[config.mk]
export PLATFORM = sky130hd
export DESIGN_NAME = fft_buf_ctrl
export DESIGN_NICKNAME = d
export VERILOG_FILES = /design/src/rtl/fft_buf_ctrl.sv
export SDC_FILE = /design/constraint.sdc
export NUM_CORES = 1
export LEC_CHECK = 0
export CAP_MARGIN = 5
export CELL_PAD_IN_SITES_DETAIL_PLACEMENT = 1
export CELL_PAD_IN_SITES_GLOBAL_PLACEMENT = 2
export CORE_ASPECT_RATIO = 1.2
export CORE_UTILIZATION = 28
export DETAILED_ROUTE_END_ITERATION = 10
export GPL_ROUTABILITY_DRIVEN = 0
export PLACE_DENSITY_LB_ADDON = 0.15
export SYNTH_ARGS = -nofsm -noshare
export SYNTH_HDL_FRONTEND = slang
export SYNTH_SLANG_ARGS = --single-unit
[constraint.sdc]
create_clock -name clk -period 2.5 [get_ports clk]
set_input_delay 0.25 -clock clk [delete_from_list [all_inputs] [get_ports clk]]
set_output_delay 0.25 -clock clk [all_outputs]
set_load 0.05 [all_outputs]
[src/rtl/fft_buf_ctrl.sv]
// Ping-pong buffer controller: FFT stream fills one RAM bank while Wishbone reads the other.
// Optional FFT_BUF_DROP_CNT_EN adds a saturating 16-bit dropped-frame counter output.
module fft_buf_ctrl #(
  parameter int Add_WordWidth  = 9,
  parameter int Data_WordWidth = 32
) (
  input  logic                      clk,
  input  logic                      rst,
  input  logic                      fft_valid,
  input  logic [Data_WordWidth-1:0] fft_dat,
  input  logic                      wb_cyc,
  input  logic                      wb_stb,
  input  logic [Add_WordWidth-1:0]  wb_adr,
  output logic                      wb_ack,
  input  logic                      rel,
  output logic                      frame_rdy,
  output logic                      ovf,
  output logic                      ram_we,
  output logic [Add_WordWidth:0]    ram_adr_wr,
  output logic [Data_WordWidth-1:0] ram_dat_w,
  output logic [Add_WordWidth:0]    ram_adr_rd
`ifdef FFT_BUF_DROP_CNT_EN
  ,
  output logic [15:0]               drop_cnt
`endif
);

  typedef enum logic {ST_FILL, ST_DROP} wr_state_e;

  wr_state_e                 state_q, state_d;
  logic [Add_WordWidth-1:0]  wr_cnt_q, wr_cnt_d;
  logic                      fill_bank_q, fill_bank_d;
  logic                      rd_bank_q, rd_bank_d;
  logic [1:0]                full_q, full_d;
  logic                      set_pend_q, set_pend_d;
  logic                      set_bank_q, set_bank_d;
  logic                      ovf_q, ovf_d;
  logic                      wb_ack_q, wb_ack_d;
  logic                      ram_we_q, ram_we_d;
  logic [Add_WordWidth:0]    ram_adr_wr_q, ram_adr_wr_d;
  logic [Data_WordWidth-1:0] ram_dat_w_q, ram_dat_w_d;
`ifdef FFT_BUF_DROP_CNT_EN
  logic [15:0]               drop_cnt_q, drop_cnt_d;
`endif

  logic last_word;
  assign last_word = (wr_cnt_q == '1);

  always_comb begin
    state_d      = state_q;
    wr_cnt_d     = wr_cnt_q;
    fill_bank_d  = fill_bank_q;
    rd_bank_d    = rd_bank_q;
    full_d       = full_q;
    set_pend_d   = 1'b0;
    set_bank_d   = set_bank_q;
    ovf_d        = ovf_q;
    ram_we_d     = 1'b0;
    ram_adr_wr_d = ram_adr_wr_q;
    ram_dat_w_d  = ram_dat_w_q;
    wb_ack_d     = wb_cyc & wb_stb & ~wb_ack_q;
`ifdef FFT_BUF_DROP_CNT_EN
    drop_cnt_d   = drop_cnt_q;
`endif

    // Full-set is delayed one cycle so it lands on the edge that writes the last word.
    if (set_pend_q)
      full_d[set_bank_q] = 1'b1;
    if (rel && full_q[rd_bank_q]) begin
      full_d[rd_bank_q] = 1'b0;
      rd_bank_d         = ~rd_bank_q;
    end

    unique case (state_q)
      ST_FILL: begin
        if (fft_valid) begin
          wr_cnt_d = wr_cnt_q + 1'b1;
          if (wr_cnt_q == '0 && full_q[fill_bank_q]) begin
            state_d = ST_DROP;
            ovf_d   = 1'b1;
`ifdef FFT_BUF_DROP_CNT_EN
            if (drop_cnt_q != '1)
              drop_cnt_d = drop_cnt_q + 16'd1;
`endif
          end else begin
            ram_we_d     = 1'b1;
            ram_adr_wr_d = {fill_bank_q, wr_cnt_q};
            ram_dat_w_d  = fft_dat;
            if (last_word) begin
              fill_bank_d = ~fill_bank_q;
              set_pend_d  = 1'b1;
              set_bank_d  = fill_bank_q;
            end
          end
        end
      end
      ST_DROP: begin
        if (fft_valid) begin
          wr_cnt_d = wr_cnt_q + 1'b1;
          if (last_word)
            state_d = ST_FILL;
        end
      end
      default: state_d = ST_FILL;
    endcase
  end

  always_ff @(posedge clk or posedge rst) begin
    if (rst) begin
      state_q      <= ST_FILL;
      wr_cnt_q     <= '0;
      fill_bank_q  <= 1'b0;
      rd_bank_q    <= 1'b0;
      full_q       <= '0;
      set_pend_q   <= 1'b0;
      set_bank_q   <= 1'b0;
      ovf_q        <= 1'b0;
      wb_ack_q     <= 1'b0;
      ram_we_q     <= 1'b0;
      ram_adr_wr_q <= '0;
      ram_dat_w_q  <= '0;
`ifdef FFT_BUF_DROP_CNT_EN
      drop_cnt_q   <= '0;
`endif
    end else begin
      state_q      <= state_d;
      wr_cnt_q     <= wr_cnt_d;
      fill_bank_q  <= fill_bank_d;
      rd_bank_q    <= rd_bank_d;
      full_q       <= full_d;
      set_pend_q   <= set_pend_d;
      set_bank_q   <= set_bank_d;
      ovf_q        <= ovf_d;
      wb_ack_q     <= wb_ack_d;
      ram_we_q     <= ram_we_d;
      ram_adr_wr_q <= ram_adr_wr_d;
      ram_dat_w_q  <= ram_dat_w_d;
`ifdef FFT_BUF_DROP_CNT_EN
      drop_cnt_q   <= drop_cnt_d;
`endif
    end
  end

  assign wb_ack     = wb_ack_q;
  assign frame_rdy  = full_q[rd_bank_q];
  assign ovf        = ovf_q;
  assign ram_we     = ram_we_q;
  assign ram_adr_wr = ram_adr_wr_q;
  assign ram_dat_w  = ram_dat_w_q;
  assign ram_adr_rd = {rd_bank_q, wb_adr};
`ifdef FFT_BUF_DROP_CNT_EN
  assign drop_cnt   = drop_cnt_q;
`endif

endmodule

# Word level (Yosys, flattened, before mapping)
# Cells that the tools add are included.
classes:
  reduce_logical: 8
  div_mod_pow: 0
  n_lt_le_gt_ge: 5
  bitwise: 10
  multipliers: 0
  shift: 0
  muxes: 23
  addsub: 1
  eq_ne: 1
op_table:
  columns: ["cell", "count"]
  rows:
  - ["$mux W1", 17]
  - ["$add A9 B1 Y9 const B", 1]
  - ["$eq A9 B9 Y1 const B", 1]
  - ["$logic_not A9 Y1", 1]
  - ["$mux W9", 1]
  - ["$lt A1 B2 Y1 const B", 3]
  - ["$reduce_and A3 Y1", 2]
  - ["$not A1 Y1", 5]
  - ["$logic_and A1 B1 Y1", 4]
  - ["$mux W2", 2]
  - ["$reduce_and A4 Y1", 1]
  - ["$and A1 B1 Y1", 2]
  - ["$and A2 B2 Y2", 1]
  - ["$demux W1 S1", 2]
  - ["$ge A1 B1 Y1 const B", 2]
  - ["$not A2 Y2", 1]
  - ["$or A2 B2 Y2", 1]
  - ["$pmux W1 S2", 1]
word_totals:
  memories: 0
  latchBits: 0
  mem_bits_ro: 0
  in_bits: 47
  elab_cells: 60
  ramBits: 0
  register_bits: 61

# Longest topological paths before layout
# Gate-level depths: netlist of run 1.
logic_depth:
  word_depth: 8
  depth_mapped: 7

# Worst setup path before layout of run 1
# No wires, ideal clock.
synth_path:
  path_type: "reg2reg"
  from: "register wr_cnt_q[0]"
  to: "register set_bank_q"
  t_arrival_ns: 1.630
  slack_ns: 0.746
  synth_period_minus_slack_ns: 1.754
  stages_incl_launch_ff: 8
  required_time_ns: 2.375
  path_cell_list: "dfrtp_1 ha_1 nand3_1 nor2_1 ha_1 inv_1 a311oi_1 mux2_2"
synth_between:
  elab_chain_cells: 4
  word_cells_on_any_way: 5
  classes_between: "eq/ne (1); bitwise (1); reduce/logical (3)"
synth_rtl:
  columns: ["item", "line_no", "rtl"]
  rows:
  - ["start, declared", "31", "logic [Add_WordWidth-1:0] wr_cnt_q, wr_cnt_d;"]
  - ["start signal, assigned", "127", "wr_cnt_q <= wr_cnt_d;"]
  - ["$logic_not A9 Y1", "78", "if (wr_cnt_q == '0 && full_q[fill_bank_q]) begin"]
  - ["$logic_and A1 B1 Y1", "78", null]
  - ["$not A1 Y1 (no source line)", null, null]
  - ["$reduce_and A4 Y1 (no source line) (*)", null, null]
  - ["end signal, assigned", "132", "set_bank_q <= set_bank_d;"]
  - ["end, declared", "36", "logic set_bank_q, set_bank_d;"]
# Every way passes the cells marked *; elsewhere a longest branch is shown, timed or not.
# A chain may end at the register's enable or synchronous reset.

# Final worst setup path of run 1
layout_path:
  from: "register rd_bank_q"
  to: "output frame_rdy"
layout_between:
  elab_chain_cells: 2
layout_rtl:
  columns: ["item", "line_no", "rtl"]
  rows:
  - ["start, declared", "33", "logic rd_bank_q, rd_bank_d;"]
  - ["start signal, assigned", "129", "rd_bank_q <= rd_bank_d;"]
  - ["$mux W1 (not written as such) (2 in series)", "145", "assign frame_rdy = full_q[rd_bank_q];"]
  - ["end, declared", "16", "output logic frame_rdy,"]
# Every way passes these cells. The select of a mux whose other input is x is not followed.

==> flow_summary.ini, run 1 <==
[outcome]
status = finished clean

[grt]
grt_first_pass_wirelength_um = 9720
antenna_violations_before_repair = 0
grt_start_max_net_pins = 43
number_of_global_route_vias_before_repair = 1862
groute.usage.overall_pct = 13.0
remaining_global_route_overflow = 0

[cells_and_area]
utilization_pct = 41.7
num_antenna_cells = 0
design_area_mm2 = 0.00381
nets = 321
finish.cell_count_without_fillers = 395
area_growth_pct = 44.0
drive_above_1_share_pct = 22.5

[detailed_routing]
detail_route.drc_violations = 0
vias = 1707
number_of_iterations_in_the_first_detailed_routing_pass = 3
drt_iter0_markers = 14
via_per_inst = 4.32
wl_per_cell_um = 14.5
drt_wl_total_um = 5740
route.antenna.remaining_nets = 0

[place]
postPlaceCellArea_mm2 = 0.00356
portBuffers = 84
dp_hpwl_um = 3970
number_of_placed_instances_taps_included = 380

[synthesis]
yosys_warnings = 0
synth_largest_type_area_fraction_pct = 57.7
mappedNetlistArea_mm2 = 0.00265
postSynth.asyncResetShare_pct = 100
ys_top_cells_by_area = dfrtp_1, mux2_4, mux2_2
postSynthCellCount = 188
synthesis.area_per_instance_um2 = 14.1
yosysMostFrequentCell = dfrtp_1
synth_ff_type = dfrtp_1
synth_top_cells_by_count = dfrtp_1, mux2_4, inv_1, nand2_1, buf_4
synthesis.nets = 238
synth_enable_flop_cells = 0
synth.ff_latch_count = 61
seq_area_frac_synth_pct = 57.7
post_synth_num_cell_types = 26
dominant_cell_type_by_area_after_synthesis = dfrtp_1

[clocking]
clock_tree_from_tritoncts = built
clock_tree.htree_level_count = 3
cts_max_path_buffers = 2
cts_hold_buffers = 0
postCtsSetupRepairBufs = 0
root_buffer_selected_by_cts = clkbuf_8
clkSinkCount = 61
clk_transition_reported_paths_ns = 0.07
cts-resized-gates = 0
clock_latency_ns = 0.34
numCtsBuffers = 9

[worst_hold_path]
min-delay-path-class = in2async

[power]
vdd_ir_drop_max_mv = 0.365
powerDensity_mw_per_mm2 = 1460
power.static_leakage_nw = 1.66

[timing]
post-route-min-period_ns = 2.03
final.period_utilization_pct = 81.3
fin_worst_skew_ns = 0.00829
slew-limit-headroom_pct = 61.0
setup_tns_ns = 0
setup_violations = 0
tightestPinTransition_ns = 0.584
maxSlewViolCount = 0
maximum_clock_frequency_ghz = 0.492
report.final.hold_viol_count = 0
rsz_0062_raised_after_global_routing = no

[floorplanning]
num_io_pins = 103
rows = 38
initial_utilization_pct = 29.0
floorplan.die.width_um = 90.7
fp.coreArea_mm2 = 0.00913
dieHeight_um = 108
fp.dieArea_mm2 = 0.00985

[setup_path]
setup.reg_to_reg.worst_slack_ns = 0.49
critical_path.reg2reg.startpoint = wr_cnt_q[3]
timing.rr.end = set_bank_q
depth_of_the_worst_register_to_register_path = 6
timing.critical_path.from_type = flop
required_ns = 2.25
cp.arrival_ns = 1.78
crit_fanout = 5
worst-setup-path-type = reg2out
setup.worst_path.end_class = primary output

[run]
maxCapViolCount = 0
==> state kept, by name, indices dropped and copies added (netlist names), 2 cells and up <==
name	flops
ram_dat_w	32
ram_adr_wr	10
wr_cnt_q	9
full_q	2
==> worst max-delay path, cell delays in order (launching register included) <==
cell             delay (ns)
dfrtp_1                0.40
mux2_2                 0.35
clkdlybuf4s50_1        0.70
==> cells by family after synthesis <==
family / after synthesis / synth area share, %
adders and majority gates: 3 / 1.42
and+or+nand+nor: 32 / 6.48
buffers and inverters: 29 / 6.71
muxes: 39 / 21.1
AOI/OAI and AO/OA: 16 / 3.92
xor gates and xnor gates: 8 / 2.65
DFF: 61 / 57.7
==> power by group <==
group	switching, mW	internal [mW]	leakage (nW)	total (mW)
Combinational	1.67	1.14	0.794	2.81
Sequential	0.286	1.39	0.743	1.67
Clock	0.378	0.710	0.125	1.09
==> worst max-delay path by stage <==
stage,start,to,slack [ns],cells after the start
2_1_floorplan,rst,fill_bank_q,0.74,1
3_3_place_gp,fft_valid,ram_adr_wr[9],0.46,5
3_5_place_dp,fft_valid,ram_dat_w[23],0.44,5
4_1_cts,wr_cnt_q[0],set_bank_q,0.42,7
5_1_grt,wr_cnt_q[0],set_bank_q,0.27,7
6_report,rd_bank_q,frame_rdy,0.47,2
==> metrics by stage <==
step	hold WS (ns)	total power [mW]	worst slack [ns]
floorplan	0.357	3.65	0.737
CTS	0.255	5.66	0.417
finish	0.243	5.57	0.468
global route	0.273	5.85	0.273
global placement	0.408	4.51	0.456
detailed placement	0.415	4.52	0.444
==> per-layer routing <==
metal / global-route usage (%) / part of all wire (%) / vias to the layer above
li1: - / - / 788
met4: 7.26 / 2.3 / 0
met1: 17.6 / 48 / 841
met2: 19.2 / 44 / 62
met3: 2.81 / 5.6 / 16
met5: 0 / 0 / -
==> final cells by class <==
class / instances / area (um2)
fillers: 960 / 5320
flip-flops and latches: 61 / 1530
multi-input cells: 98 / 942
repair buffers: 88 / 896
clock buffers: 11 / 151
well taps: 120 / 150
clock inverters: 4 / 95.1
inverters: 13 / 48.8
==> cell usage in the layout (no fill, tap or decap), drive strengths merged <==
master         count
inv               13
clkinv             1
buf                4
o21ai              9
clkbuf            11
o21bai             1
clkdlybuf4s50     84
bufinv             3
a311oi             1
nor4b              1
nand2b             1
nand3              2
xor2               4
a31oi              2
a21oi              3
nor2b              1
and3               2
nand2             13
nand4              4
nor4               1
mux2              39
xnor2              4
dfrtp             61
nor2               7
ha                 3
No activity file was read; power rests on OpenSTA's default activity.
==> run 2: changes to the inputs <==
CORE_UTILIZATION = 25   (was 28)
clock period = 1.8 ns   (was 2.5 ns; I/O delays follow)
==> flow_summary.ini, run 2 (synthesis results as in run 1) <==
[clocking]
clock_tree.htree_level_count = 3
clk_transition_reported_paths_ns = 0.05
cts_max_path_buffers = 2
root_buffer_selected_by_cts = clkbuf_16
numCtsBuffers = 9
cts_hold_buffers = 0
clkSinkCount = 61
clock_tree_from_tritoncts = built
clock_latency_ns = 0.32

[timing]
setup_violations = 1
post-route-worst-setup-slack_ns = -0.0298
post-route-min-period_ns = 1.83
report.final.hold_viol_count = 0
worst_hold_slack_ns = 0.245
final.period_utilization_pct = 102
tightestPinTransition_ns = 0.532
slew-limit-headroom_pct = 64.4
maxSlewViolCount = 0
rsz_0062_raised_after_global_routing = yes
setup_tns_ns = -0.0298
fin_worst_skew_ns = 0.00328
maximum_clock_frequency_ghz = 0.546

[setup_path]
setup.worst_path.end_class = flop
timing.rr.end = set_bank_q
setup.reg_to_reg.worst_slack_ns = -0.03
timing.critical_path.from_type = flop
depth_of_the_worst_register_to_register_path = 7
worst-setup-path-type = reg2reg
worst_setup_path_end = set_bank_q
cp.arrival_ns = 2.04
required_ns = 2.01
crit_start = wr_cnt_q[0]
critical_path.reg2reg.startpoint = wr_cnt_q[0]
crit_fanout = 4

[cells_and_area]
flip_flop_count_of_the_largest_register_after_layout = 32
area_growth_pct = 55.5
filler_cell_count = 1070
drive_above_1_share_pct = 31.4
num_antenna_cells = 0
highest_count_cells_in_the_layout_ignoring_fill_and_taps = clkdlybuf4s50_1, dfrtp_1, mux2_4
utilization_pct = 40.5
nets = 344
final_common_cell = clkdlybuf4s50_1

[detailed_routing]
number_of_iterations_in_the_first_detailed_routing_pass = 3
route.antenna.remaining_nets = 0
wl_per_cell_um = 14.4
via_per_inst = 4.25
vias = 1806
detail_route.drc_violations = 0
drt_iter0_markers = 21
drt_wl_total_um = 6140

[floorplanning]
num_io_pins = 103
dieHeight_um = 115
initial_utilization_pct = 26.0
floorplan.die.width_um = 95.9
fp.dieArea_mm2 = 0.0110
fp.coreArea_mm2 = 0.0102
rows = 40

[grt]
number_of_global_route_vias_before_repair = 1926
antenna_violations_before_repair = 0
remaining_global_route_overflow = 0
grt_start_max_net_pins = 62
grt_first_pass_wirelength_um = 9740
groute.usage.overall_pct = 11.9

[worst_hold_path]
min-delay-path-class = in2async

[power]
powerDensity_mw_per_mm2 = 2010
power.static_leakage_nw = 1.82
vdd_ir_drop_max_mv = 0.591

[outcome]
violated_checks = setup timing
status = complete, but fails checks

[run]
maxCapViolCount = 0

[place]
portBuffers = 84
dp_hpwl_um = 4290
==> run 2: cell count changes in the layout (fill, tap and decap cells not counted), moves of 3 or more <==
cell | previous run | this run
buf_4 | 2 | 25
clkbuf_16 | 0 | 9
clkbuf_8 | 11 | 3
ha_1 | 3 | 0
ha_2 | 0 | 3
==> run 2: power by group <==
| group | total, mW | switching (mW) | internal (mW) | leakage, nW |
|---|---|---|---|---|
| logic | 4.22 | 2.44 | 1.78 | 0.920 |
| clock network | 1.77 | 0.590 | 1.18 | 0.158 |
| registers | 2.27 | 0.339 | 1.93 | 0.742 |
| total | 8.25 | 3.37 | 4.88 | 1.82 |
==> run 2: worst max-delay path, stage by stage (launching register included) <==
cell	delay [ns]
dfrtp_1	0.38
ha_2	0.19
nand3_1	0.08
nor2_1	0.16
ha_2	0.21
inv_2	0.06
a311oi_4	0.29
mux2_4	0.33
==> run 2: layout make-up <==
class	instances	area, um2	share of cell area, %
well taps	126	158	3.83
clock inverters	4	45.0	1.09
multi-input cells	98	980	23.8
clock buffers	12	267	6.48
flip-flops and latches	61	1530	37.1
repair buffers	111	1090	26.5
inverters	13	48.8	1.19
==> run 2: worst min-delay path by stage <==
stage / to / slack (ns) / cells past startpoint
finish: ram_dat_w[6] / 0.25 / 3
detailed placement: ram_adr_rd[4] / 0.36 / 0
CTS: ram_dat_w[6] / 0.26 / 3
floorplan: full_q[0] / 0.29 / 1
global route: ram_dat_w[6] / 0.29 / 3
global placement: ram_adr_rd[4] / 0.36 / 0
==> run 2: through the flow <==
stage / instances / power, mW / area [um2] / worst slack [ns]
floorplan: 188 / 5.07 / 2650 / 0.0458
global placement: 406 / 6.46 / 3730 / -0.0232
detailed placement: 406 / 6.49 / 3730 / -0.0277
CTS: 422 / 8.34 / 4060 / 0.000643
global route: 425 / 8.68 / 4110 / -0.131
finish: 425 / 8.25 / 4110 / -0.0298
==> run 2: timing repair <==
item,4_1_cts,5_1_grt
resized for setup,2,7
endpoints found under the setup margin,34,36
buffers inserted,0,3
pin swaps,1,5
==> run 2: metal layers <==
| layer | routed length (um) | track usage [%] | up-vias |
|---|---|---|---|
| met5 | 0 | 0 | - |
| met2 | 2910 | 18.4 | 58 |
| met1 | 2770 | 15.1 | 905 |
| met3 | 353 | 3.52 | 12 |
| met4 | 109 | 6.07 | 0 |
| li1 | - | - | 831 |
